File: config.mk
export PLATFORM = sky130hd
export DESIGN_NAME = fetch_inst_queue_flat
export DESIGN_NICKNAME = d
export VERILOG_FILES = /design/src/rtl/fetch_inst_queue_pkg.sv /design/src/rtl/fetch_inst_queue_if.sv /design/src/rtl/fetch_inst_queue_compact.sv /design/src/rtl/fetch_inst_queue.sv /design/src/flat_wrapper.sv
export SDC_FILE = /design/constraint.sdc
export NUM_CORES = 1
export LEC_CHECK = 0
export ABC_CLOCK_PERIOD_IN_PS = 6000
export CAP_MARGIN = 20
export CORE_UTILIZATION = 53
export DETAILED_ROUTE_END_ITERATION = 8
export PLACE_DENSITY = 0.82
export SETUP_SLACK_MARGIN = 0.1
export SYNTH_ARGS = -nofsm -noshare
export SYNTH_HDL_FRONTEND = slang
export SYNTH_HIERARCHICAL = 1
export SYNTH_SLANG_ARGS = --single-unit
File: constraint.sdc
create_clock -name clk -period 6 [get_ports clk]
set_clock_uncertainty 0.15 [all_clocks]
set_input_delay 0.6 -clock clk [delete_from_list [all_inputs] [get_ports clk]]
set_output_delay 0.6 -clock clk [all_outputs]
set_load 0.05 [all_outputs]
File: src/rtl/fetch_inst_queue_pkg.sv
// Shared types and defaults for the fetch->decode instruction queue.
package fetch_inst_queue_pkg;

  localparam int DEF_ADDR_WIDTH = 32;
  localparam int DEF_INST_WIDTH = 32;

  // One buffered instruction as it travels from fetch to decode.
  typedef struct packed {
    logic [DEF_ADDR_WIDTH-1:0] pc;
    logic [DEF_INST_WIDTH-1:0] inst;
  } inst_entry_t;

  localparam inst_entry_t ZERO_ENTRY = '0;

endpackage

File: src/rtl/fetch_inst_queue_if.sv
// Fetch/decode bundle of the instruction queue.
// Optional perf counter signals exist only when INST_QUEUE_PERF_EN is defined.
//
// Handshake: a fetch group is taken on a clock edge where fetch_ready_o is high
// and at least one fetch_valid_i bit is set; fetch_ready_o depends only on the
// registered occupancy, so fetch must hold its group while it is low. Decode
// sees decode_valid_o as a prefix of slots; with decode_ready_i high it takes
// every valid slot on that edge.
interface fetch_inst_queue_if #(
  parameter int FETCH_WIDTH  = 2,
  parameter int DECODE_WIDTH = 2,
  parameter int DEPTH        = 8,
  parameter int ADDR_WIDTH   = fetch_inst_queue_pkg::DEF_ADDR_WIDTH,
  parameter int INST_WIDTH   = fetch_inst_queue_pkg::DEF_INST_WIDTH
);
  localparam int CNT_W = $clog2(DEPTH + 1);

  logic                               flush;
  logic [FETCH_WIDTH-1:0]             fetch_valid_i;
  logic [FETCH_WIDTH*ADDR_WIDTH-1:0]  fetch_pc_i;
  logic [FETCH_WIDTH*INST_WIDTH-1:0]  fetch_inst_i;
  logic                               fetch_ready_o;
  logic [DECODE_WIDTH-1:0]            decode_valid_o;
  logic [DECODE_WIDTH*ADDR_WIDTH-1:0] decode_pc_o;
  logic [DECODE_WIDTH*INST_WIDTH-1:0] decode_inst_o;
  logic                               decode_ready_i;
  logic [CNT_W-1:0]                   count_o;
`ifdef INST_QUEUE_PERF_EN
  logic [31:0]                        perf_full_cycles_o;
  logic [31:0]                        perf_empty_cycles_o;
`endif

  modport slave (
    input  flush, fetch_valid_i, fetch_pc_i, fetch_inst_i, decode_ready_i,
`ifdef INST_QUEUE_PERF_EN
    output perf_full_cycles_o, perf_empty_cycles_o,
`endif
    output fetch_ready_o, decode_valid_o, decode_pc_o, decode_inst_o, count_o
  );

  modport master (
    output flush, fetch_valid_i, fetch_pc_i, fetch_inst_i, decode_ready_i,
`ifdef INST_QUEUE_PERF_EN
    input  perf_full_cycles_o, perf_empty_cycles_o,
`endif
    input  fetch_ready_o, decode_valid_o, decode_pc_o, decode_inst_o, count_o
  );

endinterface

File: src/rtl/fetch_inst_queue_compact.sv
// inst_slot_compact: maps per-slot valid bits to compacted write offsets
// (exclusive prefix popcount) and the total number of valid slots.
module inst_slot_compact #(
  parameter int WIDTH = 2,
  parameter int OW    = $clog2(WIDTH + 1)
) (
  input  logic [WIDTH-1:0]    valid_i,
  output logic [WIDTH*OW-1:0] offset_o,
  output logic [OW-1:0]       count_o
);

  logic [OW-1:0] run;

  // Running popcount: each slot's offset is the number of valid slots below it.
  always_comb begin
    offset_o = '0;
    run      = '0;
    for (int k = 0; k < WIDTH; k++) begin
      offset_o[k*OW +: OW] = run;
      run                  = run + OW'(valid_i[k]);
    end
    count_o = run;
  end

endmodule

File: src/rtl/fetch_inst_queue.sv
// fetch_inst_queue: DEPTH-entry circular buffer between fetch and decode.
// Optional feature macro: INST_QUEUE_PERF_EN (full/empty cycle counters).
module fetch_inst_queue
  import fetch_inst_queue_pkg::*;
#(
  parameter int FETCH_WIDTH  = 2,
  parameter int DECODE_WIDTH = 2,
  parameter int DEPTH        = 8,
  parameter int ADDR_WIDTH   = DEF_ADDR_WIDTH,
  parameter int INST_WIDTH   = DEF_INST_WIDTH
) (
  input logic              clk,
  input logic              rst,
  fetch_inst_queue_if.slave bus
);

  localparam int PW = $clog2(DEPTH);
  localparam int CW = $clog2(DEPTH + 1);
  localparam int OW = $clog2(FETCH_WIDTH + 1);

  logic [ADDR_WIDTH-1:0]       mem_pc   [DEPTH];
  logic [INST_WIDTH-1:0]       mem_inst [DEPTH];
  logic [PW-1:0]               head_q, tail_q;
  logic [CW-1:0]               count_q;
  logic [FETCH_WIDTH*OW-1:0]   offs;
  logic [OW-1:0]               enq_n;
  logic                        fetch_ready, enq_fire;
  logic [CW-1:0]               enq_cnt, deq_cnt;
  logic [DECODE_WIDTH-1:0]            dec_valid;
  logic [DECODE_WIDTH*ADDR_WIDTH-1:0] dec_pc;
  logic [DECODE_WIDTH*INST_WIDTH-1:0] dec_inst;

  inst_slot_compact #(.WIDTH(FETCH_WIDTH), .OW(OW)) u_compact (
    .valid_i  (bus.fetch_valid_i),
    .offset_o (offs),
    .count_o  (enq_n)
  );

  // Registered-count-only ready keeps decode_ready_i off the fetch path.
  assign fetch_ready = (count_q <= CW'(DEPTH - FETCH_WIDTH));
  assign enq_fire    = fetch_ready && (|bus.fetch_valid_i);

  // Per-cycle enqueue and dequeue amounts.
  always_comb begin
    enq_cnt = enq_fire ? CW'(enq_n) : '0;
    deq_cnt = '0;
    if (bus.decode_ready_i) begin
      deq_cnt = (count_q < CW'(DECODE_WIDTH)) ? count_q : CW'(DECODE_WIDTH);
    end
  end

  // Pointers and occupancy; reset and flush both empty the queue.
  always_ff @(posedge clk) begin
    if (rst || bus.flush) begin
      head_q  <= '0;
      tail_q  <= '0;
      count_q <= '0;
    end else begin
      head_q  <= head_q + PW'(deq_cnt);
      tail_q  <= tail_q + PW'(enq_cnt);
      count_q <= count_q + enq_cnt - deq_cnt;
    end
  end

  // Compacted writes of the valid fetch slots starting at tail (wraps naturally).
  always_ff @(posedge clk) begin
    if (!rst && !bus.flush && enq_fire) begin
      for (int k = 0; k < FETCH_WIDTH; k++) begin
        if (bus.fetch_valid_i[k]) begin
          mem_pc[tail_q + PW'(offs[k*OW +: OW])]   <= bus.fetch_pc_i[k*ADDR_WIDTH +: ADDR_WIDTH];
          mem_inst[tail_q + PW'(offs[k*OW +: OW])] <= bus.fetch_inst_i[k*INST_WIDTH +: INST_WIDTH];
        end
      end
    end
  end

  // Decode view: prefix-valid slots from head, data masked to zero when invalid.
  always_comb begin
    dec_valid = '0;
    dec_pc    = '0;
    dec_inst  = '0;
    for (int k = 0; k < DECODE_WIDTH; k++) begin
      if (count_q > CW'(k)) begin
        dec_valid[k]                        = 1'b1;
        dec_pc[k*ADDR_WIDTH +: ADDR_WIDTH]  = mem_pc[head_q + PW'(k)];
        dec_inst[k*INST_WIDTH +: INST_WIDTH] = mem_inst[head_q + PW'(k)];
      end
    end
  end

  assign bus.fetch_ready_o  = fetch_ready;
  assign bus.decode_valid_o = dec_valid;
  assign bus.decode_pc_o    = dec_pc;
  assign bus.decode_inst_o  = dec_inst;
  assign bus.count_o        = count_q;

`ifdef INST_QUEUE_PERF_EN
  logic [31:0] perf_full_q, perf_empty_q;

  // Saturating stall/starve counters; only reset clears them, flush does not.
  always_ff @(posedge clk) begin
    if (rst) begin
      perf_full_q  <= '0;
      perf_empty_q <= '0;
    end else begin
      if (!fetch_ready && (perf_full_q != '1)) perf_full_q <= perf_full_q + 32'd1;
      if ((count_q == '0) && (perf_empty_q != '1)) perf_empty_q <= perf_empty_q + 32'd1;
    end
  end

  assign bus.perf_full_cycles_o  = perf_full_q;
  assign bus.perf_empty_cycles_o = perf_empty_q;
`endif

endmodule
File: src/flat_wrapper.sv
// flat-port wrapper written by rule: the top's interface ports become plain ports
module fetch_inst_queue_flat import fetch_inst_queue_pkg::*;
#(
  parameter int FETCH_WIDTH  = 2,
  parameter int DECODE_WIDTH = 2,
  parameter int DEPTH        = 8,
  parameter int ADDR_WIDTH   = DEF_ADDR_WIDTH,
  parameter int INST_WIDTH   = DEF_INST_WIDTH
)
  (clk, rst, bus_flush, bus_fetch_valid_i, bus_fetch_pc_i, bus_fetch_inst_i, bus_decode_ready_i, bus_fetch_ready_o, bus_decode_valid_o, bus_decode_pc_o, bus_decode_inst_o, bus_count_o);
  fetch_inst_queue_if #(.FETCH_WIDTH(FETCH_WIDTH), .DECODE_WIDTH(DECODE_WIDTH), .DEPTH(DEPTH), .ADDR_WIDTH(ADDR_WIDTH), .INST_WIDTH(INST_WIDTH)) bus_i ();
  input logic clk;
  input logic rst;
  input wire logic [$bits(bus_i.flush)-1:0] bus_flush;
  input wire logic [$bits(bus_i.fetch_valid_i)-1:0] bus_fetch_valid_i;
  input wire logic [$bits(bus_i.fetch_pc_i)-1:0] bus_fetch_pc_i;
  input wire logic [$bits(bus_i.fetch_inst_i)-1:0] bus_fetch_inst_i;
  input wire logic [$bits(bus_i.decode_ready_i)-1:0] bus_decode_ready_i;
  output wire logic [$bits(bus_i.fetch_ready_o)-1:0] bus_fetch_ready_o;
  output wire logic [$bits(bus_i.decode_valid_o)-1:0] bus_decode_valid_o;
  output wire logic [$bits(bus_i.decode_pc_o)-1:0] bus_decode_pc_o;
  output wire logic [$bits(bus_i.decode_inst_o)-1:0] bus_decode_inst_o;
  output wire logic [$bits(bus_i.count_o)-1:0] bus_count_o;
  assign bus_i.flush = bus_flush;
  assign bus_i.fetch_valid_i = bus_fetch_valid_i;
  assign bus_i.fetch_pc_i = bus_fetch_pc_i;
  assign bus_i.fetch_inst_i = bus_fetch_inst_i;
  assign bus_i.decode_ready_i = bus_decode_ready_i;
  assign bus_fetch_ready_o = bus_i.fetch_ready_o;
  assign bus_decode_valid_o = bus_i.decode_valid_o;
  assign bus_decode_pc_o = bus_i.decode_pc_o;
  assign bus_decode_inst_o = bus_i.decode_inst_o;
  assign bus_count_o = bus_i.count_o;
  fetch_inst_queue #(.FETCH_WIDTH(FETCH_WIDTH), .DECODE_WIDTH(DECODE_WIDTH), .DEPTH(DEPTH), .ADDR_WIDTH(ADDR_WIDTH), .INST_WIDTH(INST_WIDTH)) u_core (.clk(clk), .rst(rst), .bus(bus_i));
endmodule
### Word level (Yosys, flattened, before mapping)

Memory sizes are Yosys's and may differ from the RTL's. A register that Yosys moved wholly into a read port is not among the register bits.
Index checks and enable logic that the tools add are counted.

* flip-flop bits (word level): 10
* latch bits: 0
* memory bits (writable): 512
* bits in read-only memories: 0
* bits of input ports: 134
* output and inout port bits: 135
* word-level logic and storage cells: 40
* memories kept: 2

* $add $sub $neg: 7
* multiply operators: 0
* div/mod/pow operators: 0
* order comparisons: 4
* eq/ne operators: 0
* shift-type cells: 0
* mux-type cells: 17
* bitwise operators: 0
* reduce and logical (&&, ||, !) cells: 7

Memory list
* u_core.mem_inst: words 8, bits a word 32, rd ports 2, clocked after memory_dff 1, write ports 2, RTL line fetch_inst_queue.sv:22 `logic [INST_WIDTH-1:0] mem_inst [DEPTH];`
* u_core.mem_pc: words 8, bits a word 32, rd ports 2, clocked after memory_dff 1, write ports 2, RTL line fetch_inst_queue.sv:21 `logic [ADDR_WIDTH-1:0] mem_pc [DEPTH];`

Operators with widths (number)
* two-way mux 32 bit: 4
* > comparator 4 x 1 -> 1 bit, second input constant: 2
* two-way mux 1 bit: 8
* two-way mux 4 bit: 2
* adder 3 bit: 2
* two-way mux 3 bit: 2
* adder 4 bit: 1
* <= comparator 4 x 3 -> 1 bit, second input constant: 1
* less-than comparator 4 x 2 -> 1 bit, second input constant: 1
* subtractor 4 bit: 1
* adder 3 x 1 -> 3 bit: 1
* adder 3 x 1 -> 3 bit, second input constant: 1
* logical AND 1 bit: 3
* adder 1 x 1 -> 2 bit: 1
* logical NOT 1 bit: 2
* two-way mux 2 bit: 1
* OR reduction 2 bit: 1
* logical OR 1 bit: 1

### Depth between registers and ports, before layout

* word-level depth: 5
* depth in mapped cells: 11
* depth with buffers taken out: 11

### By module

The synthesis kept the hierarchy.

Modules (own cells, without submodules)
* fetch_inst_queue: times used 1, cells each 1990, area an instance 31171.1 µm², seq. area each 15574.9 µm²
* inst_slot_compact: times used 1, cells each 6, area an instance 46.3 µm², seq. area each 0.0 µm²

### Least setup slack after synthesis

OpenSTA, ideal clock, no wires.

* path kind: reg-to-reg
* from: reg u_core.count_q[1] (netlist: u_core/bus.count_o[1])
* to: mem u_core/mem_inst[4][0] (netlist bit) (enable)
* data arrival time: 6.083 ns
* required time: 5.269 ns
* setup slack: -0.813 ns
* cell stages (with the launch flop): 5
* path buffers: 0
* path through: dfxtp_1 > a31oi_4 > and3_1 > nand2b_1 > o31ai_1

RTL lines
* from (decl): RTL line fetch_inst_queue.sv:24 `logic [CW-1:0] count_q;`
* from (signal assigned): RTL line fetch_inst_queue.sv:61 `count_q <= count_q + enq_cnt - deq_cnt;`
* to (decl): RTL line fetch_inst_queue.sv:22

### Worst setup path in the final report

* from: reg u_core.head_q[0]
* to: out bus_decode_inst_o[41]

* cells in the longest elaborated chain, start to end: 3

RTL lines
* from (decl): RTL line fetch_inst_queue.sv:23 `logic [PW-1:0] head_q, tail_q;`
* from (signal assigned): RTL line fetch_inst_queue.sv:59 `head_q <= head_q + PW'(deq_cnt);`
* adder 3 x 1 -> 3 bit: RTL line fetch_inst_queue.sv:86 `dec_inst[k*INST_WIDTH +: INST_WIDTH] = mem_inst[head_q + PW'(k)];`
* memory (8 x 32 bit)
* two-way mux 32 bit: RTL line fetch_inst_queue.sv:83 `if (count_q > CW'(k)) begin`
* to (decl): RTL line flat_wrapper.sv:22 `output wire logic [$bits(bus_i.decode_inst_o)-1:0] bus_decode_inst_o;`

Every way passes these cells.

==> impl_results.md <==
- Worst flop-to-flop path startpoint: u_core/tail_q[0]
- Root Buffer: clkbuf_16
- DRT iter0 DRCs: 1832
- Largest net degree at the start of global routing: 73
- Die Area: 0.0599 mm2
- Pleak: 11.9 nW
- Worst Hold Class: register to register
- FF+latch count, synth: 522
- Setup-failing EPs final: 0
- Post-CTS Setup Bufs: 0
- Synth cell types: 41
- Vias/cell: 6.63
- Fin util: 62.9%
- Status: finished clean
- R2r endpoint: u_core/mem_pc[5][31]
- Mean Syn Cell Area: 15.6 um2
- Synth Instances: 1996
- # fillers: 4266
- DRT Pass-1 Iters: 5
- Critical path endpoint category: output pin
- Reg2Reg Setup Slack: 2.32 ns
- Clk_lat worst skew: 0.60 ns
- CP startpoint kind: register
- Final ANT Viol Nets: 0
- Hold Path End: u_core/tail_q[2]
- Clock sink count: 522
- Most common cell after layout, fill and taps aside: mux2_2
- CTS max path bufs: 3
- R2R cell count: 5
- DR WL/cell: 29.8 um
- FP Rows: 88
- Data required, critical path: 5.25 ns
- YS warnings: 6
- Hold slack final: 0.486 ns
- Area Growth Syn to Fin: 16.7%
- EDFF count, synth: 512
- I/O pin count: 269
- Final min period: 5.08 ns
- CTS tree: done
- Slowest cell on the critical path: clkdlybuf4s50_1
- GRT Residual Overflow: 0
- Layout cells sized above 1: 46.6%
- Post-synth top flop: edfxtp_1
- Sequential share of the synthesized area: 49.9%
- Crit path max-delay family: buffers and inverters
- Worst EP arrival: 4.33 ns
- Most frequent cells in the layout: 671 x mux2_2, 512 x edfxtp_1, 268 x clkdlybuf4s50_1
- Chip Width: 245 um
- Peak Freq: 0.197 GHz
- Reg clk slew, reported paths: 0.06 ns
- First-pass GRT wire length: 133000 um
- Hold Startpoint: u_core/tail_q[2]
- Netlist Area Pre-Place: 0.0312 mm2
- Final hold violation count: 0
- Hold depth: 2
- Initial Utilization: 53.9%
- Setup CP Type: register to output pin
- Worst Path Max Fanout: 64
- Vias in the first global route: 21400
- Crit path cell chain: ha_4, buf_12, mux2_2, o22ai_1, nor3_1, clkdlybuf4s50_1
- # port buffers: 268
- Routability congestion estimate: 0.815
- Drt drc: 0
- Nets: 2361
- Final Max Tran Viols: 0
- Worst Tran Pin Value: 1.09 ns
- Post-synth ARST share: 0%
- Via Count: 20100
- Stages on the worst setup path: 6
- Die Height: 245 um
- Depth of the CTS H-tree: 2
- Post-cts gate resize count: 0
- Final period utilization: 84.7%
- Slew HR: 27.3%
- # hold bufs at CTS: 0
- Core area: 0.0579 mm2
- Inserted Clock Buffers: 55
- RSZ-0062 raised after global routing: no
- Crit-path max cell delay: 0.92 ns
- HPWL Detailed: 51800 um
- Maximum VDD drop: 0.000264 V
- Pwr Density: 352 mW/mm2
- Max Cap Viol: 0
- Antenna violations before repair: 17
- Drt total wl: 90500 um
- Total track usage: 29.9%
- Buf+Inv Stages, Crit Path: 2
## per-layer routing
layer  share of wire [%]  global-route usage, %  vias up
li1                    -                      -     8488
met3                 9.9                   6.76      219
met5               0.096                      0        -
met4                 3.7                   12.8       12
met1                  38                   38.5    10300
met2                  48                   48.5     1145
## report_power, final
group / internal [W] / total (W) / switching (W)
clock: 0.00210 / 0.00357 / 0.00147
sequential: 0.00415 / 0.00422 / 0.0000690
combinational: 0.00177 / 0.00503 / 0.00326
## area by class of cell
| class | instances | area [um2] | area share (%) |
|---|---|---|---|
| Tap cell | 765 | 957 | 2.63 |
| Clock inverter | 42 | 460 | 1.26 |
| Clock buffer | 62 | 1420 | 3.91 |
| Multi-Input combinational cell | 1297 | 14700 | 40.3 |
| Inverter | 11 | 41.3 | 0.113 |
| Sequential cell | 522 | 15600 | 42.8 |
| Antenna cell | 12 | 30.0 | 0.0825 |
| Timing Repair Buffer | 323 | 3240 | 8.90 |
## worst max path at each step
stage                          startpoint                      to  slack, ns
finish                   u_core/head_q[0]   bus_decode_inst_o[41]       0.92
global route             u_core/head_q[0]   bus_decode_inst_o[41]       0.78
CTS                      u_core/head_q[0]   bus_decode_inst_o[41]       0.94
detailed placement       u_core/head_q[0]   bus_decode_inst_o[41]       1.60
global placement     bus_fetch_valid_i[0]  u_core/mem_inst[5][31]       1.67
floorplan           u_core/bus.count_o[1]   u_core/mem_inst[2][0]      -0.60
## kinds of logic after synthesis
family | synth area share [%]
buf+inv | 3.59
other cells | 0.0241
compound gates | 2.86
flops | 49.9
mux | 40.0
fa+ha+maj | 0.826
xor+xnor | 0.252
simple gates | 2.51
## flip-flops by register name, summed over array words and instances, names as in the netlist
register and cells:
u_core/bus.count_o 4, u_core/head_q 3, u_core/mem_inst 256, u_core/mem_pc 256, u_core/tail_q 3
## synthesized netlist by cell type, types with 3 or more instances
master / instances / share of area, %
o21ai_0: 4 / 0.064
mux4_2: 128 / 9.2
buf_12: 4 / 0.26
nand2b_1: 5 / 0.10
fa_1: 6 / 0.38
xor2_1: 4 / 0.11
mux2_2: 671 / 24
nand2_1: 4 / 0.048
clkbuf_1: 60 / 0.72
ha_1: 11 / 0.44
dfxtp_1: 10 / 0.64
buf_1: 16 / 0.19
xnor2_1: 5 / 0.14
nor2_1: 74 / 0.89
buf_4: 9 / 0.22
and3_1: 3 / 0.060
o22ai_1: 128 / 2.6
mux2_4: 88 / 4.2
nor3_1: 65 / 1.0
and2_1: 6 / 0.12
inv_1: 11 / 0.13
edfxtp_1: 512 / 49
mux2i_1: 64 / 2.1
buf_2: 40 / 0.64
mux2_1: 9 / 0.32
buf_6: 37 / 1.3
## through the flow
stage	cells	TNS, ns	power [W]	instance area (um2)	setup WS (ns)
CTS	3021	0	0.0128	36400	0.936
finish	3034	0	0.0128	36400	0.921
global placement	2916	0	0.00917	34500	1.67
global route	3030	0	0.0131	36400	0.778
floorplan	1998	-76.64	0.00751	31200	-0.599
detailed placement	2917	0	0.00927	34500	1.60
## worst min-delay path: cells and delay by family (launching register included)
| kind | cells | cell delay (ns) |
|---|---|---|
| xor gates and xnor gates | 1 | 0.16 |
| DFF | 1 | 0.38 |
| and+or+nand+nor | 1 | 0.05 |
Note: power is estimated with default switching activity, not from simulation.
